==> src/rtl/ctrl_pipe_pkg.sv <==
// Shared definitions for the pipelined RV32I control path: opcodes, operand
// select encodings and the control bundle carried from ID through EX.
package rv_ctrl_pkg;

    localparam logic [6:0] OP_R      = 7'b0110011;
    localparam logic [6:0] OP_I      = 7'b0010011;
    localparam logic [6:0] OP_LOAD   = 7'b0000011;
    localparam logic [6:0] OP_STORE  = 7'b0100011;
    localparam logic [6:0] OP_BRANCH = 7'b1100011;
    localparam logic [6:0] OP_LUI    = 7'b0110111;
    localparam logic [6:0] OP_AUIPC  = 7'b0010111;
    localparam logic [6:0] OP_JAL    = 7'b1101111;
    localparam logic [6:0] OP_JALR   = 7'b1100111;

    typedef enum logic [1:0] {
        ULA_ADD    = 2'b00,
        ULA_BRANCH = 2'b01,
        ULA_FUNCT  = 2'b10
    } ula_op_e;

    typedef enum logic [1:0] {
        SRC1_RS1  = 2'b00,
        SRC1_PC   = 2'b01,
        SRC1_ZERO = 2'b10
    } alu_src1_e;

    typedef enum logic [1:0] {
        SRC2_RS2  = 2'b00,
        SRC2_IMM  = 2'b01,
        SRC2_FOUR = 2'b10
    } alu_src2_e;

    // Write-back mux select: 1 picks memory data, 0 picks the ALU result.
    localparam logic MUX_WB_MEM = 1'b1;
    localparam logic MUX_WB_ALU = 1'b0;

    typedef struct packed {
        ula_op_e   ula_op;
        alu_src1_e src1;
        alu_src2_e src2;
        logic      mem_rd;
        logic      mem_wr;
        logic      reg_wr;
        logic      mux;
        logic      branch;
        logic      jump;
        logic      jalr;
    } ctrl_t;

    localparam ctrl_t CTRL_NOP = '{
        ula_op : ULA_ADD,
        src1   : SRC1_RS1,
        src2   : SRC2_RS2,
        mem_rd : 1'b0,
        mem_wr : 1'b0,
        reg_wr : 1'b0,
        mux    : MUX_WB_ALU,
        branch : 1'b0,
        jump   : 1'b0,
        jalr   : 1'b0
    };

    typedef enum logic {
        ST_IDLE = 1'b0,
        ST_HOLD = 1'b1
    } stall_st_e;

endpackage

==> src/rtl/ctrl_pipe_if.sv <==
// ID-side inputs and per-stage control outputs of the control pipeline.
// The front end / datapath side uses master, the control pipeline uses slave.
interface ctrl_pipe_if #(
    parameter int REG_W    = 5,
    parameter int ULA_OP_W = 2
) ();

    logic                id_valid;
    logic [6:0]          opcode;
    logic [REG_W-1:0]    id_rd;
    logic [REG_W-1:0]    id_rs1;
    logic [REG_W-1:0]    id_rs2;
    logic                flush;

    logic                stall_out;
    logic                illegal_out;
    logic                ex_valid;
    logic [ULA_OP_W-1:0] ex_ula_op;
    logic [1:0]          ex_alu_src1;
    logic [1:0]          ex_alu_src2;
    logic                ex_branch;
    logic                ex_jump;
    logic                ex_jalr;
    logic [REG_W-1:0]    ex_rd;
    logic                mem_rd;
    logic                mem_wr;
    logic                mem_reg_wr;
    logic                mem_mux_reg_wr;
    logic [REG_W-1:0]    mem_rd_idx;
    logic                wb_reg_wr;
    logic                wb_mux_reg_wr;
    logic [REG_W-1:0]    wb_rd_idx;

    modport master (
        output id_valid, opcode, id_rd, id_rs1, id_rs2, flush,
        input  stall_out, illegal_out, ex_valid, ex_ula_op, ex_alu_src1,
               ex_alu_src2, ex_branch, ex_jump, ex_jalr, ex_rd,
               mem_rd, mem_wr, mem_reg_wr, mem_mux_reg_wr, mem_rd_idx,
               wb_reg_wr, wb_mux_reg_wr, wb_rd_idx
    );

    modport slave (
        input  id_valid, opcode, id_rd, id_rs1, id_rs2, flush,
        output stall_out, illegal_out, ex_valid, ex_ula_op, ex_alu_src1,
               ex_alu_src2, ex_branch, ex_jump, ex_jalr, ex_rd,
               mem_rd, mem_wr, mem_reg_wr, mem_mux_reg_wr, mem_rd_idx,
               wb_reg_wr, wb_mux_reg_wr, wb_rd_idx
    );

endinterface

==> src/rtl/ctrl_pipe_decode.sv <==
// Combinational RV32I main decoder: opcode to control bundle, source-register
// usage (for hazard detection) and an illegal-opcode flag.
module ctrl_decode
    import rv_ctrl_pkg::*;
(
    input  logic [6:0] opcode,
    output ctrl_t      ctrl,
    output logic       uses_rs1,
    output logic       uses_rs2,
    output logic       illegal
);

    always_comb begin
        ctrl     = CTRL_NOP;
        uses_rs1 = 1'b0;
        uses_rs2 = 1'b0;
        illegal  = 1'b0;
        case (opcode)
            OP_R: begin
                ctrl.ula_op = ULA_FUNCT;
                ctrl.reg_wr = 1'b1;
                uses_rs1    = 1'b1;
                uses_rs2    = 1'b1;
            end
            OP_I: begin
                ctrl.ula_op = ULA_FUNCT;
                ctrl.src2   = SRC2_IMM;
                ctrl.reg_wr = 1'b1;
                uses_rs1    = 1'b1;
            end
            OP_LOAD: begin
                ctrl.src2   = SRC2_IMM;
                ctrl.mem_rd = 1'b1;
                ctrl.reg_wr = 1'b1;
                ctrl.mux    = MUX_WB_MEM;
                uses_rs1    = 1'b1;
            end
            OP_STORE: begin
                ctrl.src2   = SRC2_IMM;
                ctrl.mem_wr = 1'b1;
                uses_rs1    = 1'b1;
                uses_rs2    = 1'b1;
            end
            OP_BRANCH: begin
                ctrl.ula_op = ULA_BRANCH;
                ctrl.branch = 1'b1;
                uses_rs1    = 1'b1;
                uses_rs2    = 1'b1;
            end
            OP_LUI: begin
                ctrl.src1   = SRC1_ZERO;
                ctrl.src2   = SRC2_IMM;
                ctrl.reg_wr = 1'b1;
            end
            OP_AUIPC: begin
                ctrl.src1   = SRC1_PC;
                ctrl.src2   = SRC2_IMM;
                ctrl.reg_wr = 1'b1;
            end
            OP_JAL: begin
                ctrl.src1   = SRC1_PC;
                ctrl.src2   = SRC2_FOUR;
                ctrl.reg_wr = 1'b1;
                ctrl.jump   = 1'b1;
            end
            OP_JALR: begin
                ctrl.src1   = SRC1_PC;
                ctrl.src2   = SRC2_FOUR;
                ctrl.reg_wr = 1'b1;
                ctrl.jump   = 1'b1;
                ctrl.jalr   = 1'b1;
                uses_rs1    = 1'b1;
            end
            default: illegal = 1'b1;
        endcase
    end

endmodule

==> src/rtl/ctrl_pipe.sv <==
// Pipelined RV32I control path: decodes in ID, carries control through
// ID/EX, EX/MEM and MEM/WB, and generates load-use stalls and flush bubbles.
module ctrl_pipe
    import rv_ctrl_pkg::*;
#(
    parameter int REG_W     = 5,
    parameter int ULA_OP_W  = 2,
    parameter int NUM_STALL = 1,
    parameter int HAZARD_EN = 1
) (
    input logic       clk,
    input logic       rst,
    ctrl_pipe_if.slave bus
);

    localparam logic [1:0] STALL_LOAD = 2'(NUM_STALL - 1);

    ctrl_t            dec_ctrl;
    ctrl_t            ctrl_id;
    logic             uses_rs1;
    logic             uses_rs2;
    logic             id_illegal;

    ctrl_t            ctrl_p0;
    logic             vld_p0;
    logic [REG_W-1:0] rd_p0;
    logic             ill_p0;

    logic             mem_rd_p1;
    logic             mem_wr_p1;
    logic             reg_wr_p1;
    logic             mux_p1;
    logic [REG_W-1:0] rd_p1;

    logic             reg_wr_p2;
    logic             mux_p2;
    logic [REG_W-1:0] rd_p2;

    stall_st_e        state;
    stall_st_e        state_nxt;
    logic [1:0]       cnt;
    logic [1:0]       cnt_nxt;
    logic             hazard;
    logic             stall;
    logic             bubble;

    ctrl_decode u_decode (
        .opcode   (bus.opcode),
        .ctrl     (dec_ctrl),
        .uses_rs1 (uses_rs1),
        .uses_rs2 (uses_rs2),
        .illegal  (id_illegal)
    );

    // Writes to x0 are architecturally discarded, so never request them.
    always_comb begin
        ctrl_id = dec_ctrl;
        if (bus.id_rd == '0) begin
            ctrl_id.reg_wr = 1'b0;
        end
    end

    generate
        if (HAZARD_EN != 0) begin : g_hazard
            assign hazard = bus.id_valid & vld_p0 & ctrl_p0.mem_rd & (rd_p0 != '0) &
                            ((uses_rs1 & (bus.id_rs1 == rd_p0)) |
                             (uses_rs2 & (bus.id_rs2 == rd_p0)));
        end else begin : g_no_hazard
            assign hazard = 1'b0;
        end
    endgenerate

    always_ff @(posedge clk or posedge rst) begin
        if (rst) begin
            state <= ST_IDLE;
            cnt   <= '0;
        end else begin
            state <= state_nxt;
            cnt   <= cnt_nxt;
        end
    end

    // A redirect kills whatever the stall was protecting, so it wins outright.
    always_comb begin
        state_nxt = state;
        cnt_nxt   = cnt;
        stall     = 1'b0;
        if (bus.flush) begin
            state_nxt = ST_IDLE;
            cnt_nxt   = '0;
        end else begin
            case (state)
                ST_IDLE: begin
                    if (hazard) begin
                        stall   = 1'b1;
                        cnt_nxt = STALL_LOAD;
                        if (STALL_LOAD != 2'd0) begin
                            state_nxt = ST_HOLD;
                        end
                    end
                end
                ST_HOLD: begin
                    stall   = 1'b1;
                    cnt_nxt = cnt - 2'd1;
                    if (cnt == 2'd1) begin
                        state_nxt = ST_IDLE;
                    end
                end
                default: state_nxt = ST_IDLE;
            endcase
        end
    end

    assign bubble = ~bus.id_valid | stall | bus.flush;

    always_ff @(posedge clk or posedge rst) begin
        if (rst) begin
            ctrl_p0   <= CTRL_NOP;
            vld_p0    <= 1'b0;
            rd_p0     <= '0;
            ill_p0    <= 1'b0;
            mem_rd_p1 <= 1'b0;
            mem_wr_p1 <= 1'b0;
            reg_wr_p1 <= 1'b0;
            mux_p1    <= 1'b0;
            rd_p1     <= '0;
            reg_wr_p2 <= 1'b0;
            mux_p2    <= 1'b0;
            rd_p2     <= '0;
        end else begin
            // ID -> EX
            if (bubble) begin
                ctrl_p0 <= CTRL_NOP;
                vld_p0  <= 1'b0;
                rd_p0   <= '0;
            end else begin
                ctrl_p0 <= ctrl_id;
                vld_p0  <= 1'b1;
                rd_p0   <= bus.id_rd;
            end
            ill_p0    <= id_illegal & ~bubble;
            // EX -> MEM
            mem_rd_p1 <= ctrl_p0.mem_rd;
            mem_wr_p1 <= ctrl_p0.mem_wr;
            reg_wr_p1 <= ctrl_p0.reg_wr;
            mux_p1    <= ctrl_p0.mux;
            rd_p1     <= rd_p0;
            // MEM -> WB
            reg_wr_p2 <= reg_wr_p1;
            mux_p2    <= mux_p1;
            rd_p2     <= rd_p1;
        end
    end

    assign bus.stall_out      = stall;
    assign bus.illegal_out    = ill_p0;
    assign bus.ex_valid       = vld_p0;
    assign bus.ex_ula_op      = ULA_OP_W'(ctrl_p0.ula_op);
    assign bus.ex_alu_src1    = ctrl_p0.src1;
    assign bus.ex_alu_src2    = ctrl_p0.src2;
    assign bus.ex_branch      = ctrl_p0.branch;
    assign bus.ex_jump        = ctrl_p0.jump;
    assign bus.ex_jalr        = ctrl_p0.jalr;
    assign bus.ex_rd          = rd_p0;
    assign bus.mem_rd         = mem_rd_p1;
    assign bus.mem_wr         = mem_wr_p1;
    assign bus.mem_reg_wr     = reg_wr_p1;
    assign bus.mem_mux_reg_wr = mux_p1;
    assign bus.mem_rd_idx     = rd_p1;
    assign bus.wb_reg_wr      = reg_wr_p2;
    assign bus.wb_mux_reg_wr  = mux_p2;
    assign bus.wb_rd_idx      = rd_p2;

endmodule
==> src/flat_wrapper.sv <==
// flat-port wrapper written by rule: the top's interface ports become plain ports
module ctrl_pipe_flat import rv_ctrl_pkg::*;
#(
    parameter int REG_W     = 5,
    parameter int ULA_OP_W  = 2,
    parameter int NUM_STALL = 1,
    parameter int HAZARD_EN = 1
)
  (clk, rst, bus_id_valid, bus_opcode, bus_id_rd, bus_id_rs1, bus_id_rs2, bus_flush, bus_stall_out, bus_illegal_out, bus_ex_valid, bus_ex_ula_op, bus_ex_alu_src1, bus_ex_alu_src2, bus_ex_branch, bus_ex_jump, bus_ex_jalr, bus_ex_rd, bus_mem_rd, bus_mem_wr, bus_mem_reg_wr, bus_mem_mux_reg_wr, bus_mem_rd_idx, bus_wb_reg_wr, bus_wb_mux_reg_wr, bus_wb_rd_idx);
  ctrl_pipe_if #(.REG_W(REG_W), .ULA_OP_W(ULA_OP_W)) bus_i ();
  input logic clk;
  input logic rst;
  input wire logic [$bits(bus_i.id_valid)-1:0] bus_id_valid;
  input wire logic [$bits(bus_i.opcode)-1:0] bus_opcode;
  input wire logic [$bits(bus_i.id_rd)-1:0] bus_id_rd;
  input wire logic [$bits(bus_i.id_rs1)-1:0] bus_id_rs1;
  input wire logic [$bits(bus_i.id_rs2)-1:0] bus_id_rs2;
  input wire logic [$bits(bus_i.flush)-1:0] bus_flush;
  output wire logic [$bits(bus_i.stall_out)-1:0] bus_stall_out;
  output wire logic [$bits(bus_i.illegal_out)-1:0] bus_illegal_out;
  output wire logic [$bits(bus_i.ex_valid)-1:0] bus_ex_valid;
  output wire logic [$bits(bus_i.ex_ula_op)-1:0] bus_ex_ula_op;
  output wire logic [$bits(bus_i.ex_alu_src1)-1:0] bus_ex_alu_src1;
  output wire logic [$bits(bus_i.ex_alu_src2)-1:0] bus_ex_alu_src2;
  output wire logic [$bits(bus_i.ex_branch)-1:0] bus_ex_branch;
  output wire logic [$bits(bus_i.ex_jump)-1:0] bus_ex_jump;
  output wire logic [$bits(bus_i.ex_jalr)-1:0] bus_ex_jalr;
  output wire logic [$bits(bus_i.ex_rd)-1:0] bus_ex_rd;
  output wire logic [$bits(bus_i.mem_rd)-1:0] bus_mem_rd;
  output wire logic [$bits(bus_i.mem_wr)-1:0] bus_mem_wr;
  output wire logic [$bits(bus_i.mem_reg_wr)-1:0] bus_mem_reg_wr;
  output wire logic [$bits(bus_i.mem_mux_reg_wr)-1:0] bus_mem_mux_reg_wr;
  output wire logic [$bits(bus_i.mem_rd_idx)-1:0] bus_mem_rd_idx;
  output wire logic [$bits(bus_i.wb_reg_wr)-1:0] bus_wb_reg_wr;
  output wire logic [$bits(bus_i.wb_mux_reg_wr)-1:0] bus_wb_mux_reg_wr;
  output wire logic [$bits(bus_i.wb_rd_idx)-1:0] bus_wb_rd_idx;
  assign bus_i.id_valid = bus_id_valid;
  assign bus_i.opcode = bus_opcode;
  assign bus_i.id_rd = bus_id_rd;
  assign bus_i.id_rs1 = bus_id_rs1;
  assign bus_i.id_rs2 = bus_id_rs2;
  assign bus_i.flush = bus_flush;
  assign bus_stall_out = bus_i.stall_out;
  assign bus_illegal_out = bus_i.illegal_out;
  assign bus_ex_valid = bus_i.ex_valid;
  assign bus_ex_ula_op = bus_i.ex_ula_op;
  assign bus_ex_alu_src1 = bus_i.ex_alu_src1;
  assign bus_ex_alu_src2 = bus_i.ex_alu_src2;
  assign bus_ex_branch = bus_i.ex_branch;
  assign bus_ex_jump = bus_i.ex_jump;
  assign bus_ex_jalr = bus_i.ex_jalr;
  assign bus_ex_rd = bus_i.ex_rd;
  assign bus_mem_rd = bus_i.mem_rd;
  assign bus_mem_wr = bus_i.mem_wr;
  assign bus_mem_reg_wr = bus_i.mem_reg_wr;
  assign bus_mem_mux_reg_wr = bus_i.mem_mux_reg_wr;
  assign bus_mem_rd_idx = bus_i.mem_rd_idx;
  assign bus_wb_reg_wr = bus_i.wb_reg_wr;
  assign bus_wb_mux_reg_wr = bus_i.wb_mux_reg_wr;
  assign bus_wb_rd_idx = bus_i.wb_rd_idx;
  ctrl_pipe #(.REG_W(REG_W), .ULA_OP_W(ULA_OP_W), .NUM_STALL(NUM_STALL), .HAZARD_EN(HAZARD_EN)) u_core (.clk(clk), .rst(rst), .bus(bus_i));
endmodule
==> config.mk <==
export PLATFORM = sky130hd
export DESIGN_NAME = ctrl_pipe_flat
export DESIGN_NICKNAME = d
export VERILOG_FILES = /design/src/rtl/ctrl_pipe_pkg.sv /design/src/rtl/ctrl_pipe_if.sv /design/src/rtl/ctrl_pipe_decode.sv /design/src/rtl/ctrl_pipe.sv /design/src/flat_wrapper.sv
export SDC_FILE = /design/constraint.sdc
export NUM_CORES = 1
export LEC_CHECK = 0
export CORE_MARGIN = 4
export CORE_UTILIZATION = 50
export CTS_CLUSTER_SIZE = 14
export DETAILED_ROUTE_END_ITERATION = 10
export GPL_TIMING_DRIVEN = 0
export PLACE_DENSITY = 0.85
export SLEW_MARGIN = 20
export SYNTH_ARGS = -nofsm -noshare
export SYNTH_HDL_FRONTEND = slang
export SYNTH_HIERARCHICAL = 1
export SYNTH_SLANG_ARGS = --single-unit
==> constraint.sdc <==
create_clock -name clk -period 5.05 [get_ports clk]
set_input_delay 1.2625 -clock clk [delete_from_list [all_inputs] [get_ports clk]]
set_output_delay 1.2625 -clock clk [all_outputs]
set_load 0.005 [all_outputs]
; Yosys cells after proc, flatten, opt, wreduce, memory -nomap -nowiden
; Index checks and enable logic that the tools add are counted.
[word_totals]
reg_bits = 39
latch_bits = 0
ram_bits = 0
rom_bits = 0
output_inout_bits = 33
wordCells = 85
memories = 0
[classes]
addsub = 1
multipliers = 0
div_mod_pow = 0
n_lt_le_gt_ge = 0
n_eq_ne = 13
n_shift = 0
n_mux = 25
n_bitwise = 13
n_reduce_logical = 10
[ops]
columns = op, count
row1 = $eq A7 B6 Y1 const B, 3
row2 = $eq A7 B7 Y1 const B, 3
row3 = $mux W1, 16
row4 = $pmux W2 S2, 4
row5 = $eq A7 B5 Y1 const B, 2
row6 = $mux W13, 1
row7 = $eq A5 B5 Y1, 2
row8 = $reduce_or A9 Y1, 1
row9 = $and A1 B1 Y1, 7
row10 = $eq A7 B2 Y1 const B, 1
row11 = $reduce_or A7 Y1, 1
row12 = $reduce_or A3 Y1, 2
row13 = $reduce_or A6 Y1, 1
row14 = $logic_not A5 Y1, 1
row15 = $mux W5, 1
row16 = $reduce_bool A5 Y1, 1
row17 = $reduce_or A5 Y1, 1
row18 = $mux W2, 2
row19 = $reduce_or A2 Y1, 2
row20 = $ne A3 B2 Y1 const B, 1
row21 = $not A1 Y1, 3
row22 = $or A1 B1 Y1, 3
row23 = $eq A2 B1 Y1 const B, 1
row24 = $pmux W1 S2, 1
row25 = $sub A2 B1 Y2 const B, 1

; Depth between registers and ports, before layout
; Gate-level depths: netlist of the first run.
[depth]
word_depth = 13
ltp_mapped = 8
depth_no_buf = 6

; By module
; Netlist of the first run, hierarchy kept.
[modules_own_cells]
columns = mod, instances, cells_each, area_per_inst_um2, seq_area_each_um2
row1 = ctrl_pipe, 1, 126, 1624.1, 975.9
row2 = ctrl_decode, 1, 38, 252.7, 0.0

; Worst setup path after synthesis of the first run
; Ideal clock, no wire load.
[synth_path]
path_type = input to output
startpoint = input bus_opcode[2]
endpoint = output bus_stall_out
arrival_time_ps = 2428
t_required_ps = 3788
slack_ps = 1359
stages = 7
cell_sequence = buf_6 > nand2b_1 > or3_4 > a21oi_1 > nand2_1 > o22ai_2 > a31o_2
[synth_between]
elab_chain_cells = 9
[synth_lines]
columns = element, line_no
row1 = "start, declared", flat_wrapper.sv:14  ; input wire logic [$bits(bus_i.opcode)-1:0] bus_opcode;
row2 = $eq A7 B6 Y1 / $eq A7 B7 Y1 (equally long branches), ctrl_pipe_decode.sv:18  ; case (opcode)
row3 = $reduce_or A3 Y1 (no line) (*), n/a
row4 = $mux W1 (*), ctrl_pipe_decode.sv:18
row5 = via u_core.uses_rs2, ctrl_pipe.sv:21  ; logic uses_rs2;
row6 = $and A1 B1 Y1 (*), ctrl_pipe.sv:67  ; (uses_rs2 & (bus.id_rs2 == rd_p0)));
row7 = $or A1 B1 Y1 (*), ctrl_pipe.sv:66  ; ((uses_rs1 & (bus.id_rs1 == rd_p0)) |
row8 = $and A1 B1 Y1 (*), ctrl_pipe.sv:65  ; assign hazard = bus.id_valid & vld_p0 & ctrl_p0.mem_rd & (rd_p0 != '0) &
row9 = $mux W1 (*), ctrl_pipe.sv:94  ; if (hazard) begin
row10 = $pmux W1 S2 (*), ctrl_pipe.sv:92  ; case (state)
row11 = $mux W1 (*), ctrl_pipe.sv:88  ; if (bus.flush) begin
row12 = "end, declared", flat_wrapper.sv:19  ; output wire logic [$bits(bus_i.stall_out)-1:0] bus_stall_out;
; The timed path passes the listed nets; every way through them passes the cells marked *.

; Final worst setup path of the first run
[layout_path]
startpoint = input bus_opcode[1]
endpoint = output bus_stall_out
; Same word-level chain as after synthesis.

==> out/results.ini, run 1 <==
[synthesis]
ys_top_cells_by_count=39 x dfrtp_1, 25 x inv_1, 17 x a211oi_2
synth_top_cell_area_share_pct=52.0
synth-main-ff-cell=dfrtp_1
syn_avg_cell_area_um2=11.4
synth.most_common_cell=dfrtp_1
synth_cell_type_count=35
synth_area_leaders=dfrtp_1 52%, a211oi_2 11%, xnor2_1 5.1%
ys_seq_area_share_pct=52.0
syn_inst=164
synth_area_um2=1880
ys_warn_count=6
ys_seq_elements=39
synth_edf_count=0
async_flop_share_pct=100
yosys.area.top_type=dfrtp_1
synth_nets=191

[min_path]
hold_depth=0
min-delay-start=u_core/ctrl_p0[5]$_DFF_PP0_
worstHoldEndpoint=u_core/bus.mem_wr$_DFF_PP0_
hp-class=flip-flop to flip-flop

[timing]
setup_tns_ns=0
fmaxAchievable_ghz=0.204
period_share_pct=97.0
drv_slew=0
worst_pin_slew_ns=0.746
skew_ns=0.00502
slew_headroom_pct=50.2
hold_viol_final=0
fin_crit_ns=4.90
rsz0062_at_grt=false
setup_viol=0

[placed_design]
portBuffers=55
place_congestion=0.941
hpwlAfterDp_um=3200
placed_cells=265

[die]
num_rows=21
io_pins=59
die_w_um=69.3
initial_utilization_pct=54.1
die_h_um=69.3
dieArea_um2=4800
core-area_um2=3470

[critical_path]
r2r_start=u_core/bus.ex_rd[2]$_DFF_PP0_
critical_path.max_fanout=7
arrival_ns=3.64
end_kind=output pin
reg2reg_slack_ns=3.37
r2r_cells=5
cp.required_ns=3.79
crit_type=input port to output pin
startpoint_type=input port
r2r_end=u_core/ctrl_p0[3]$_DFF_PP0_

[cells_and_area]
n_fill_cell=225
syn_to_final_growth_pct=38.7
drive_above_1_share_pct=22.9
n_antenna_cell=0
nNetsFinal=253
instances_no_fill=273

[global_route]
grt_pass1_vias=1502
antenna_found_initial=0
grt.overflow.total=0
grt_pass1_wl_um=6910
grt_max_degree=40
track_usage_pct=17.9

[clock_network]
clkTransAtPathRegs_ns=0.07
ctsHtreeMaxLevel=2
root_buffer=clkbuf_8
cts_tree=yes
hold_buffers=0
cts_sinks=39
clk_latency_ns=0.28
cts_setup_buffers=0
cts_buffers=5
cts.path.max_buffers=2
ctsResizeCount=0

[drt]
viasPerCell=5.20
wl_per_cell_um=14.8
first_pass_iters=4
drc=0
dr_total_vias=1419
drt.antenna.violating_nets=0
drtIter0Drc=127
routed_wl_um=4050

[pwr]
ir_drop_mv=0.150
powerDensity_nw_per_um2=255
leakagePower_nw=1.08

[job]
max_cap_violations=0

[outcome]
status=finished clean

-- cell usage in the layout, fill, tap and decap left out, drive strengths merged --
| master | netlist | final |
|---|---|---|
| buf | 17 | 17 |
| nor3 | 6 | 6 |
| dfrtp | 39 | 39 |
| inv | 25 | 25 |
| nand3 | 5 | 5 |
| ha | 1 | 1 |
| xnor2 | 11 | 11 |
| nor4b | 1 | 1 |
| nor4 | 1 | 1 |
| nor2b | 2 | 2 |
| bufinv | 0 | 1 |
| or3 | 1 | 1 |
| nor2 | 10 | 10 |
| clkinv | 0 | 1 |
| a21oi | 4 | 4 |
| clkdlybuf4s50 | 0 | 55 |
| o21ai | 1 | 1 |
| a31oi | 2 | 2 |
| o22a | 1 | 1 |
| a211oi | 20 | 20 |
| clkbuf | 0 | 6 |
| a2bb2oi | 1 | 1 |
| or2 | 1 | 1 |
| nand2 | 4 | 4 |
| o22ai | 2 | 2 |
| nor3b | 2 | 2 |
| nand4bb | 1 | 1 |
| a311o | 1 | 1 |
| nand2b | 1 | 1 |
| o211ai | 1 | 1 |
| a31o | 1 | 1 |
| nand4 | 2 | 2 |
-- report_power, final --
part	internal, mW	switching [mW]	total, mW
Sequential	0.320	0.00570	0.325
Clock	0.160	0.102	0.262
Combinational	0.0416	0.0345	0.0761
Total	0.521	0.142	0.663
-- cells by family after synthesis --
group | after synthesis | synth area share [%]
fa+ha+maj | 1 | 0.667
flops | 39 | 52.0
buf+inv | 42 | 12.1
simple gates | 37 | 12.1
compound gates | 34 | 18.1
xor+xnor | 11 | 5.13
-- critical path, stage by stage --
cell             delay, ns
clkdlybuf4s50_1       0.56
nand2_2               0.14
or3_4                 0.39
a21oi_1               0.17
nand2_1               0.09
o22ai_2               0.29
a31o_2                0.24
clkdlybuf4s50_1       0.49
-- layout make-up --
cell class	count	area [µm²]	share of cell area, %
clock inverters	2	35.0	1.35
clock buffers	6	82.6	3.17
inverters	25	93.8	3.61
multi-input cells	83	674	25.9
well taps	46	57.6	2.21
repair buffers	55	551	21.2
flip-flops and latches	39	976	37.5
plain buffers	17	133	5.10
-- flip-flops by register name (all words and copies together) (netlist names) --
register / count
u_core/bus.ex_alu_src1: 2
u_core/bus.ex_alu_src2: 2
u_core/bus.ex_branch: 1
u_core/bus.ex_jalr: 1
u_core/bus.ex_jump: 1
u_core/bus.ex_rd: 5
u_core/bus.ex_ula_op: 2
u_core/bus.ex_valid: 1
u_core/bus.illegal_out: 1
u_core/bus.mem_mux_reg_wr: 1
u_core/bus.mem_rd: 1
u_core/bus.mem_rd_idx: 5
u_core/bus.mem_reg_wr: 1
u_core/bus.mem_wr: 1
u_core/bus.wb_mux_reg_wr: 1
u_core/bus.wb_rd_idx: 5
u_core/bus.wb_reg_wr: 1
u_core/cnt: 2
u_core/ctrl_p0: 4
u_core/state: 1
-- how the worst max path moves through the flow --
stage / start / endpoint / slack [ns]
floorplan: bus_opcode[2] / bus_stall_out / 1.36
global placement: bus_opcode[0] / bus_stall_out / 0.23
CTS: bus_opcode[0] / bus_stall_out / 0.16
finish: bus_opcode[1] / bus_stall_out / 0.15
global route: bus_opcode[1] / bus_stall_out / 0.11
detailed placement: bus_opcode[0] / bus_stall_out / 0.17
-- layer usage --
| metal | vias up | part of all wire (%) | global-route usage [%] |
|---|---|---|---|
| met5 | - | 0 | 0 |
| met4 | 0 | 2.3 | 7.16 |
| met3 | 10 | 6.1 | 5.36 |
| met2 | 61 | 51 | 31.0 |
| met1 | 682 | 41 | 20.4 |
| li1 | 666 | - | - |
-- metrics by stage --
step | worst slack (ns) | area (µm²) | power [mW] | hold WS, ns | utilization, %
finish | 0.150 | 2600 | 0.663 | 0.356 | 75.0
detailed placement | 0.175 | 2480 | 0.408 | 0.339 | 71.6
CTS | 0.163 | 2600 | 0.670 | 0.355 | 75.0
floorplan | 1.36 | 1880 | 0.366 | 0.331 | -
global placement | 0.229 | 2480 | 0.403 | 0.335 | 71.6
global route | 0.110 | 2600 | 0.694 | 0.370 | 75.0
Power figures use the tool's default switching activity.
==> run 2, diff against run 1 <==
Settings changed: CELL_PAD_IN_SITES_DETAIL_PLACEMENT from default to 2, CELL_PAD_IN_SITES_GLOBAL_PLACEMENT from default to 2, CORE_UTILIZATION 50 to 31, PLACE_DENSITY 0.85 to default, PLACE_DENSITY_LB_ADDON from default to 0.1.
==> run 2 against run 1 <==
  * Combinational power grew 6.8%
  * Worst setup slack better by 0.018 ns
  * Critical path depth stayed put
  * Critical endpoint unchanged
  * Critical path type unchanged
  * Largest power group unchanged
==> out/results.ini, run 2 (synthesis results as in run 1) <==
[clock_network]
root_buffer=clkbuf_8
cts.path.max_buffers=2  ; unchanged
cts_setup_buffers=0  ; unchanged
clk_latency_ns=0.28  ; about the same
clkTransAtPathRegs_ns=0.07  ; about the same
ctsHtreeMaxLevel=2  ; unchanged
cts_sinks=39  ; unchanged
cts_buffers=5  ; unchanged
cts_tree=yes

[drt]
viasPerCell=4.71  ; -9.4%
drtIter0Drc=19  ; -85%
first_pass_iters=2  ; -2
routed_wl_um=4850  ; +20%
drt.antenna.violating_nets=0  ; unchanged
drc=0  ; unchanged
dr_total_vias=1427  ; +0.56%
wl_per_cell_um=16.0  ; +8.0%

[timing]
hold_viol_final=0  ; unchanged
hold_ws_ns=0.354  ; -0.00200 ns
slew_headroom_pct=74.5  ; +24 points
fmaxAchievable_ghz=0.205  ; +0.38%
skew_ns=0.00467  ; -0.000348 ns
worst_pin_slew_ns=0.383  ; -0.364 ns
drv_slew=0  ; unchanged
setup_tns_ns=0  ; unchanged
setup_viol=0  ; unchanged
period_share_pct=96.7  ; -0.36 points
rsz0062_at_grt=false
fin_crit_ns=4.88  ; -0.0184 ns

[die]
die_h_um=85.8  ; +24%
io_pins=59  ; unchanged
num_rows=28  ; +33%
initial_utilization_pct=31.9  ; -22 points
die_w_um=85.8  ; +24%
core-area_um2=5890  ; +70%
dieArea_um2=7360  ; +53%

[pwr]
power_frac_clock_pct=32.9  ; -6.6 points
leakagePower_nw=1.07  ; -0.60%
intPower_mw=0.460  ; -12%
pwr-share-seq_pct=53.6  ; +4.5 points
finalPower_mw=0.606  ; -8.6%
ir_drop_mv=0.0976  ; -35%
p_switching_mw=0.145  ; +2.3%
p_sw_share_pct=24.0  ; +2.6 points
comb_power_share_pct=13.4  ; +1.9 points
powerDensity_nw_per_um2=230  ; -9.8%

[cells_and_area]
n_antenna_cell=0  ; unchanged
design_area_um2=2640  ; +1.3%
instances_no_fill=303  ; +11%
final_common_cell=clkdlybuf4s50_1
nNetsFinal=254  ; +0.40%
n_fill_cell=608  ; +170%
layout_common_cells=55 x clkdlybuf4s50_1, 39 x dfrtp_1, 24 x inv_1
syn_to_final_growth_pct=40.5
drive_above_1_share_pct=22.4  ; -0.54 points

[critical_path]
startpoint_type=input port
crit_type=input port to output pin
worstPathCellList=clkdlybuf4s50_1 -> nand2_2 -> or3_4 -> a21oi_1 -> nand2_1 -> o22ai_4 -> a31o_2 -> clkdlybuf4s50_1
cp.required_ns=3.79  ; about the same
end_kind=output pin
cp_top_family=buffers and inverters
crit_buf_inv=2  ; unchanged
cp_common_cell=clkdlybuf4s50_1
reg2reg_slack_ns=3.45  ; +0.08 ns
critical_path.max_fanout=7  ; unchanged
arrival_ns=3.62  ; -0.02 ns
r2r_cells=5  ; unchanged
slowest_stage=clkdlybuf4s50_1
slowest_delay_ns=0.56  ; about the same
r2r_start=u_core/bus.ex_rd[4]$_DFF_PP0_
r2r_end=u_core/bus.ex_rd[4]$_DFF_PP0_

[min_path]
hp-class=flip-flop to flip-flop
worstHoldEndpoint=u_core/bus.mem_reg_wr$_DFF_PP0_
min-delay-start=u_core/ctrl_p0[4]$_DFF_PP0_
hold_depth=0  ; unchanged

[global_route]
grt_pass1_vias=1690  ; +13%
grt_max_degree=25  ; -38%
track_usage_pct=14.6  ; -3.3 points
grt.overflow.total=0  ; unchanged
grt_pass1_wl_um=8330  ; +20%
antenna_found_initial=0  ; unchanged

[placed_design]
placed_cells=295  ; +11%
placed_cell_area_um2=2550  ; +2.6%
portBuffers=55  ; unchanged
place_congestion=0.723  ; -23%
hpwlAfterDp_um=3900  ; +22%

[job]
max_cap_violations=0  ; unchanged

[outcome]
status=finished clean

## run 2: changes by cell type in the layout (fill, tap and decap cells not counted)
cell       before  now
clkbuf_8        6    5
buf_16          0    1
o22ai_2         1    0
bufinv_16       1    0
clkbuf_1        0    2
o22ai_4         0    1
## run 2: layout make-up
class	instances	area [µm²]	area share, %
flip-flops and latches	39	976	37.0
inverters	25	93.8	3.56
clock buffers	7	76.3	2.89
well taps	75	93.8	3.56
clock inverters	1	5.00	0.190
multi-input cells	83	682	25.9
repair buffers	56	578	21.9
plain buffers	17	133	5.03
## run 2: per-stage QoR
step | util (%) | setup WS (ns)
final | 44.8 | 0.168
after global placement | 42.8 | 0.163
after CTS | 44.7 | 0.110
after global routing | 44.8 | 0.0168
after detailed placement | 43.3 | 0.113
after floorplan | - | 1.36
## run 2: timing repair
| action | 4_1_cts | 5_1_grt |
|---|---|---|
| resized for setup | 0 | 1 |
| hold buffers | 0 | 0 |
| endpoints found under the setup margin | 0 | 1 |
## run 2: worst max-delay path by stage
stage	startpoint	end	slack, ns	depth (start not counted)
6_report	bus_opcode[0]	bus_stall_out	0.17	8
5_1_grt	bus_opcode[0]	bus_stall_out	0.02	8
4_1_cts	bus_opcode[0]	bus_stall_out	0.11	8
3_5_place_dp	bus_opcode[0]	bus_stall_out	0.11	8
3_3_place_gp	bus_opcode[0]	bus_stall_out	0.16	8
2_1_floorplan	bus_opcode[2]	bus_stall_out	1.36	7
## run 2: layer usage
| layer | GRT usage [%] | part of all wire, % | vias to the layer above |
|---|---|---|---|
| li1 | - | - | 670 |
| met1 | 17.1 | 41 | 713 |
| met2 | 26.1 | 52 | 39 |
| met3 | 3.46 | 4.9 | 5 |
| met4 | 4.75 | 1.5 | 0 |
| met5 | 0 | 0 | - |
## run 2: power by group through the flow
stage	Clock, mW	Combinational, mW	Sequential [mW]
floorplan	0	0.0357	0.331
global placement	0	0.0760	0.331
detailed placement	0	0.0822	0.331
CTS	0.212	0.0828	0.325
global route	0.223	0.0892	0.326
finish	0.200	0.0813	0.325
